[config.mk]
export PLATFORM = sky130hd
export DESIGN_NAME = pixel_output_collector_flat
export DESIGN_NICKNAME = d
export VERILOG_FILES = /design/src/rtl/pixel_output_collector_if.sv /design/src/rtl/pixel_output_collector.sv /design/src/flat_wrapper.sv
export SDC_FILE = /design/constraint.sdc
export NUM_CORES = 1
export LEC_CHECK = 0
export ABC_AREA = 1
export CORE_MARGIN = 2
export CORE_UTILIZATION = 45
export CTS_CLUSTER_DIAMETER = 120
export DETAILED_ROUTE_END_ITERATION = 12
export GPL_ROUTABILITY_DRIVEN = 0
export SLEW_MARGIN = 20
export SYNTH_ARGS = -nofsm -noshare
export SYNTH_HDL_FRONTEND = slang
export SYNTH_SLANG_ARGS = --single-unit
[constraint.sdc]
create_clock -name clk -period 3.59 [get_ports clk]
set_input_delay 0.359 -clock clk [delete_from_list [all_inputs] [get_ports clk]]
set_output_delay 0.359 -clock clk [all_outputs]
set_load 0.05 [all_outputs]
[src/rtl/pixel_output_collector_if.sv]
`default_nettype none
// ============================================================================
// Module  : pixel_output_collector_if
// Brief   : Pixel capture input and valid/ready pixel stream with frame flags.
// Revision: 1.0
// ============================================================================
interface pixel_output_collector_if #(
  parameter int COORD_W = 16
);
  logic [23:0]        in_rgb;
  logic               in_valid;
  logic [23:0]        out_rgb;
  logic               out_valid;
  logic               out_ready;
  logic               out_sof;
  logic               out_eol;
  logic               out_eof;
  logic [COORD_W-1:0] out_x;
  logic [COORD_W-1:0] out_y;

  modport slave (
    input  in_rgb, in_valid, out_ready,
    output out_rgb, out_valid, out_sof, out_eol, out_eof, out_x, out_y
  );

  modport master (
    output in_rgb, in_valid, out_ready,
    input  out_rgb, out_valid, out_sof, out_eol, out_eof, out_x, out_y
  );
endinterface
`default_nettype wire

[src/rtl/pixel_output_collector.sv]
`default_nettype none
// ============================================================================
// Module  : pixel_output_collector
// Brief   : Buffers unstalled pixel pulses in a FWFT FIFO and replays them as
//           a framed valid/ready stream with coordinates and frame flags.
// Revision: 1.0
// ============================================================================
module pixel_output_collector #(
  parameter int IMG_WIDTH  = 640,
  parameter int IMG_HEIGHT = 480,
  parameter int FIFO_DEPTH = 16,
  parameter int COORD_W    = 16
) (
  input  wire logic                      clk,
  input  wire logic                      rst,
  input  wire logic                      i_frame_start,
  pixel_output_collector_if.slave        bus,
  output logic [$clog2(FIFO_DEPTH):0]    o_fifo_level,
  output logic                           o_overflow,
  output logic                           o_frame_done,
  output logic                           o_busy
);

  localparam int c_AW    = $clog2(FIFO_DEPTH);
  localparam int c_TOTAL = IMG_WIDTH * IMG_HEIGHT;
  localparam int c_CW    = $clog2(c_TOTAL + 1);

  localparam logic [c_CW-1:0]    c_LAST_PIX = c_CW'(c_TOTAL - 1);
  localparam logic [COORD_W-1:0] c_X_LAST   = COORD_W'(IMG_WIDTH - 1);
  localparam logic [COORD_W-1:0] c_Y_LAST   = COORD_W'(IMG_HEIGHT - 1);
  localparam logic [c_AW:0]      c_FULL     = (c_AW + 1)'(FIFO_DEPTH);

  typedef enum logic [1:0] {
    S_IDLE   = 2'd0,
    S_ACTIVE = 2'd1,
    S_DRAIN  = 2'd2,
    S_DONE   = 2'd3
  } state_t;

  state_t             r_state;
  logic [23:0]        r_mem [FIFO_DEPTH];
  logic [c_AW-1:0]    r_wr_ptr;
  logic [c_AW-1:0]    r_rd_ptr;
  logic [c_AW:0]      r_level;
  logic [c_CW-1:0]    r_in_count;
  logic [COORD_W-1:0] r_x;
  logic [COORD_W-1:0] r_y;
  logic               r_overflow;
  logic               r_frame_done;
  logic               r_busy;

  logic w_valid;
  logic w_pop;
  logic w_full;
  logic w_push;
  logic w_arm;
  logic w_x_last;
  logic w_y_last;

  assign w_valid  = (r_level != '0);
  assign w_pop    = w_valid & bus.out_ready;
  assign w_full   = (r_level == c_FULL);
  // A full FIFO still takes a pixel when the head leaves on the same edge.
  assign w_push   = (r_state == S_ACTIVE) & bus.in_valid & (~w_full | w_pop);
  assign w_arm    = (r_state == S_IDLE) & i_frame_start;
  assign w_x_last = (r_x == c_X_LAST);
  assign w_y_last = (r_y == c_Y_LAST);

  always_ff @(posedge clk or posedge rst) begin
    if (rst) begin
      r_state      <= S_IDLE;
      r_in_count   <= '0;
      r_overflow   <= 1'b0;
      r_frame_done <= 1'b0;
      r_busy       <= 1'b0;
    end else begin
      r_frame_done <= 1'b0;
      case (r_state)
        S_IDLE: begin
          if (i_frame_start) begin
            r_state    <= S_ACTIVE;
            r_busy     <= 1'b1;
            r_in_count <= '0;
            r_overflow <= 1'b0;
          end
        end
        S_ACTIVE: begin
          if (bus.in_valid) begin
            if (!w_push) begin
              r_overflow <= 1'b1;
            end
            r_in_count <= r_in_count + 1'b1;
            if (r_in_count == c_LAST_PIX) begin
              r_state <= S_DRAIN;
            end
          end
        end
        S_DRAIN: begin
          if (r_level == '0) begin
            r_state      <= S_DONE;
            r_frame_done <= 1'b1;
          end
        end
        S_DONE: begin
          r_state <= S_IDLE;
          r_busy  <= 1'b0;
        end
        default: begin
          r_state <= S_IDLE;
          r_busy  <= 1'b0;
        end
      endcase
    end
  end

  always_ff @(posedge clk or posedge rst) begin
    if (rst) begin
      r_wr_ptr <= '0;
      r_rd_ptr <= '0;
      r_level  <= '0;
    end else begin
      if (w_push) begin
        r_wr_ptr <= r_wr_ptr + 1'b1;
      end
      if (w_pop) begin
        r_rd_ptr <= r_rd_ptr + 1'b1;
      end
      case ({w_push, w_pop})
        2'b10:   r_level <= r_level + 1'b1;
        2'b01:   r_level <= r_level - 1'b1;
        default: r_level <= r_level;
      endcase
    end
  end

  always_ff @(posedge clk) begin
    if (w_push) begin
      r_mem[r_wr_ptr] <= bus.in_rgb;
    end
  end

  always_ff @(posedge clk or posedge rst) begin
    if (rst) begin
      r_x <= '0;
      r_y <= '0;
    end else if (w_arm) begin
      r_x <= '0;
      r_y <= '0;
    end else if (w_pop) begin
      if (w_x_last) begin
        r_x <= '0;
        r_y <= w_y_last ? '0 : r_y + 1'b1;
      end else begin
        r_x <= r_x + 1'b1;
      end
    end
  end

  // Everything on the stream side reads as zero while the FIFO is empty.
  assign bus.out_valid = w_valid;
  assign bus.out_rgb   = w_valid ? r_mem[r_rd_ptr] : '0;
  assign bus.out_x     = w_valid ? r_x : '0;
  assign bus.out_y     = w_valid ? r_y : '0;
  assign bus.out_sof   = w_valid & (r_x == '0) & (r_y == '0);
  assign bus.out_eol   = w_valid & w_x_last;
  assign bus.out_eof   = w_valid & w_x_last & w_y_last;

  assign o_fifo_level = r_level;
  assign o_overflow   = r_overflow;
  assign o_frame_done = r_frame_done;
  assign o_busy       = r_busy;

endmodule
`default_nettype wire
[src/flat_wrapper.sv]
// flat-port wrapper written by rule: the top's interface ports become plain ports
module pixel_output_collector_flat 
#(
  parameter int IMG_WIDTH  = 640,
  parameter int IMG_HEIGHT = 480,
  parameter int FIFO_DEPTH = 16,
  parameter int COORD_W    = 16
)
  (clk, rst, i_frame_start, o_fifo_level, o_overflow, o_frame_done, o_busy, bus_in_rgb, bus_in_valid, bus_out_ready, bus_out_rgb, bus_out_valid, bus_out_sof, bus_out_eol, bus_out_eof, bus_out_x, bus_out_y);
  pixel_output_collector_if #(.COORD_W(COORD_W)) bus_i ();
  input  wire logic clk;
  input  wire logic rst;
  input  wire logic i_frame_start;
  output logic [$clog2(FIFO_DEPTH):0] o_fifo_level;
  output logic o_overflow;
  output logic o_frame_done;
  output logic o_busy;
  input wire logic [$bits(bus_i.in_rgb)-1:0] bus_in_rgb;
  input wire logic [$bits(bus_i.in_valid)-1:0] bus_in_valid;
  input wire logic [$bits(bus_i.out_ready)-1:0] bus_out_ready;
  output wire logic [$bits(bus_i.out_rgb)-1:0] bus_out_rgb;
  output wire logic [$bits(bus_i.out_valid)-1:0] bus_out_valid;
  output wire logic [$bits(bus_i.out_sof)-1:0] bus_out_sof;
  output wire logic [$bits(bus_i.out_eol)-1:0] bus_out_eol;
  output wire logic [$bits(bus_i.out_eof)-1:0] bus_out_eof;
  output wire logic [$bits(bus_i.out_x)-1:0] bus_out_x;
  output wire logic [$bits(bus_i.out_y)-1:0] bus_out_y;
  assign bus_i.in_rgb = bus_in_rgb;
  assign bus_i.in_valid = bus_in_valid;
  assign bus_i.out_ready = bus_out_ready;
  assign bus_out_rgb = bus_i.out_rgb;
  assign bus_out_valid = bus_i.out_valid;
  assign bus_out_sof = bus_i.out_sof;
  assign bus_out_eol = bus_i.out_eol;
  assign bus_out_eof = bus_i.out_eof;
  assign bus_out_x = bus_i.out_x;
  assign bus_out_y = bus_i.out_y;
  pixel_output_collector #(.IMG_WIDTH(IMG_WIDTH), .IMG_HEIGHT(IMG_HEIGHT), .FIFO_DEPTH(FIFO_DEPTH), .COORD_W(COORD_W)) u_core (.clk(clk), .rst(rst), .i_frame_start(i_frame_start), .bus(bus_i), .o_fifo_level(o_fifo_level), .o_overflow(o_overflow), .o_frame_done(o_frame_done), .o_busy(o_busy));
endmodule
==> results.md <==
- Most frequent cell after synthesis: nand2_1
- Synthesis-to-finish area growth: 17.2%
- Synthesis Warnings: 0
- Final worst path period need: 3.30 ns
- Critical path arrival: 2.94 ns
- Most used cell, CP: nand3_1
- CTS tree: yes
- Vias per inst: 5.28
- Fin crit share: 91.9%
- Power Dens Cells: 819 nW/um^2
- Drt initial violations: 1,246
- Cells after Synth: 2,032
- Hold Buf Count CTS: 0
- DP HPWL: 29,100 um
- Unrepaired setup endpoints after global routing: false
- Fraction of registers with async set/reset: 15.2%
- Die Y-Extent: 216 um
- DRC violation count after routing: 0
- Crit path max fanout: 36
- Number of global-route vias before repair: 14,200
- R2r worst-path depth: 8
- Initial antenna violation count: 1
- Dpl cells: 2,664
- Critical Path RT: 3.23 ns
- CTS buffer count: 49
- Dominant cell type by area after synthesis: edfxtp_1
- Setup TNS: 0 ns
- IO Port Bufs: 96
- Primary FF master, synth: edfxtp_1
- # rows: 77
- VDD IR max: 0.000758 V
- Vias: 14,600
- Cells resized by post-CTS repair: 0
- Top-area cell type share of the netlist area: 56.8%
- Total of max-cap violations: 0
- Pleak: 0.00925 uW
- Fraction of layout instances using a drive strength above 1: 8.50%
- Max Clk Rate: 0.303 GHz
- CP startpoint kind: flip-flop
- Tightest Hold Check Type: input pin to asynchronous set/reset pin
- Clock Skew: 0.0179 ns
- Total gr overflow: 0
- Slew @ Worst Pin: 0.874 ns
- Finished Layout Cells: 2,757
- Crit path max-delay family: buffers and inverters
- Top post-synthesis cells by area: edfxtp_1, nand2_1, dfrtp_1, nor2_1, nand3_1
- Clock tree sinks: 453
- First-pass GRT wire length: 79,800 um
- Largest net degree at the start of global routing: 108
- Final hold slack: 0.283 ns
- Final setup viols: 0
- Sequential share of the synthesized area: 65.3%
- Outcome: completed
- Reg2Reg Setup Slack: 1.09 ns
- Fill cell count: 3,929
- Slew Limit Fails: 0
- Yosys reg bits: 453
- Starting Density: 45.7%
- GRT Util Overall: 21.7%
- Crit. End Element: primary output
- Syn Nets: 2,079
- Synth cell types: 40
- RR Endpoint: u_core.r_mem[8][3]
- RR Startpoint: u_core.r_state[1]
- Final WL: 50,400 um
- Critical path class: flip-flop to primary output
- Post-synth EDFFs: 384
- Cell Area, Synth: 20,300 sq um
- Core area: 44,400 sq um
- Routed len/inst: 18.3 um
- Die width: 216 um
- Crit-path max cell delay: 0.73 ns
- Final Hold Fails: 0
- CP Cell Sequence: inv_2, buf_4, nor2_1, o21ai_0, nand3_1, nand3_1, a21oi_1, buf_12
- Htree depth: 2
- Fin nets: 2,170
- CTS root buf: clkbuf_16
- Clk pin slew, worst setup/hold paths: 0.06 ns
- Mean post-synth cell area: 9.99 sq um
- Worst rel slew slack: 41.7%
- # IOs: 97
- Length of the first detailed-routing pass in iterations: 6
- Utilization after layout: 53.6%
- Most common library cells after synthesis: nand2_1, edfxtp_1, nor2_1, nand3_1
- CP max-delay cell: dfrtp_4
- Setup Buffers After CTS: 0
- CTS Buffer Depth: 3
- CP bufs+invs: 3
- Worst-Skew Late Latency: 0.60 ns
- Die area: 46,800 sq um
- Post-route ant nets: 0
-- power by group --
group | switching [uW] | internal (uW) | leakage, uW
clock network | 2130 | 2850 | 0.000781
registers | 387 | 6030 | 0.00437
logic | 5260 | 2830 | 0.00410
-- how the worst max path moves through the flow --
stage	slack, ns	endpoint	startpoint	cells after the start
floorplan	0.15	u_core.r_mem[10][0]	u_core.o_fifo_level[0]	6
global placement	0.90	bus_out_rgb[1]	u_core.r_rd_ptr[1]	8
detailed placement	0.87	bus_out_rgb[0]	u_core.r_rd_ptr[1]	8
CTS	0.25	bus_out_rgb[0]	u_core.r_rd_ptr[1]	8
global route	0.13	bus_out_rgb[0]	u_core.r_rd_ptr[1]	8
finish	0.29	bus_out_rgb[0]	u_core.r_rd_ptr[1]	8
-- flip-flops by register name (all words and copies together) (netlist names) --
name,flops
u_core.r_x,16
u_core.o_busy,1
u_core.o_frame_done,1
u_core.r_mem,384
u_core.r_state,2
u_core.o_overflow,1
u_core.r_in_count,19
u_core.r_rd_ptr,4
u_core.r_y,16
u_core.o_fifo_level,5
u_core.r_wr_ptr,4
-- cell families after synthesis --
logic type               Yosys count  synth area share [%]
AND/OR/NAND/NOR                 1140                  23.3
flip-flops                       453                  65.3
buffers and inverters            227                  5.12
AO/OA/AOI/OAI                    182                  4.60
adder cells (fa/ha/maj)           18                  1.15
XOR/XNOR                          12                 0.518
-- cells in the final DEF, fill, tap and decap left out, drive strengths merged --
cell and count:
nand2 583, edfxtp 384, nor2 280, nand3 207
o21ai 133, inv 123, buf 74, clkdlybuf4s50 70
dfrtp 69, clkbuf 64, a21oi 40, nand4 36
nor3 28, clkinv 24, ha 17, xor2 10
o21bai 3, bufinv 3, or2 2, xnor2 2
nor4 2, nor3b 2, diode 1, o31ai 1
a32o 1, o21a 1, a31oi 1, o2111ai 1
o22ai 1, fa 1, clkinvlp 1
-- final cells by class --
| cell class | instances | area [sq um] | share of cell area, % |
|---|---|---|---|
| sequential | 453 | 13300 | 55.8 |
| multi-input combinational | 1352 | 6090 | 25.6 |
| timing repair buffer | 144 | 1630 | 6.86 |
| clock buffer | 64 | 1330 | 5.60 |
| tap | 592 | 741 | 3.11 |
| inverter | 123 | 464 | 1.95 |
| clock inverter | 28 | 267 | 1.12 |
| antenna | 1 | 2.50 | 0.0105 |
-- per-stage QoR --
step | instance area (sq um) | worst slack (ns) | total power (uW)
detailed placement | 22200 | 0.871 | 14600
floorplan | 20300 | 0.148 | 11700
finish | 23800 | 0.290 | 19500
CTS | 23800 | 0.248 | 19600
global route | 23800 | 0.133 | 20500
global placement | 22200 | 0.904 | 14600
-- worst reg2reg max path, delay by kind of cell, from the launching register on --
family                   cells  cell delay, ns
AND/OR/NAND/NOR              3            0.42
adder cells (fa/ha/maj)      1            0.34
buffers and inverters        4            0.95
flip-flops                   1            0.41
-- metal layers --
layer / global-route usage [%] / wire [um] / part of all wire, %
met1: 30.7 / 22500 / 45
met4: 6.48 / 1380 / 2.7
met3: 3.45 / 3000 / 6.0
met2: 34.8 / 23500 / 47
met5: 0 / 11 / 0.022
Note: power is estimated with default switching activity, not from simulation.
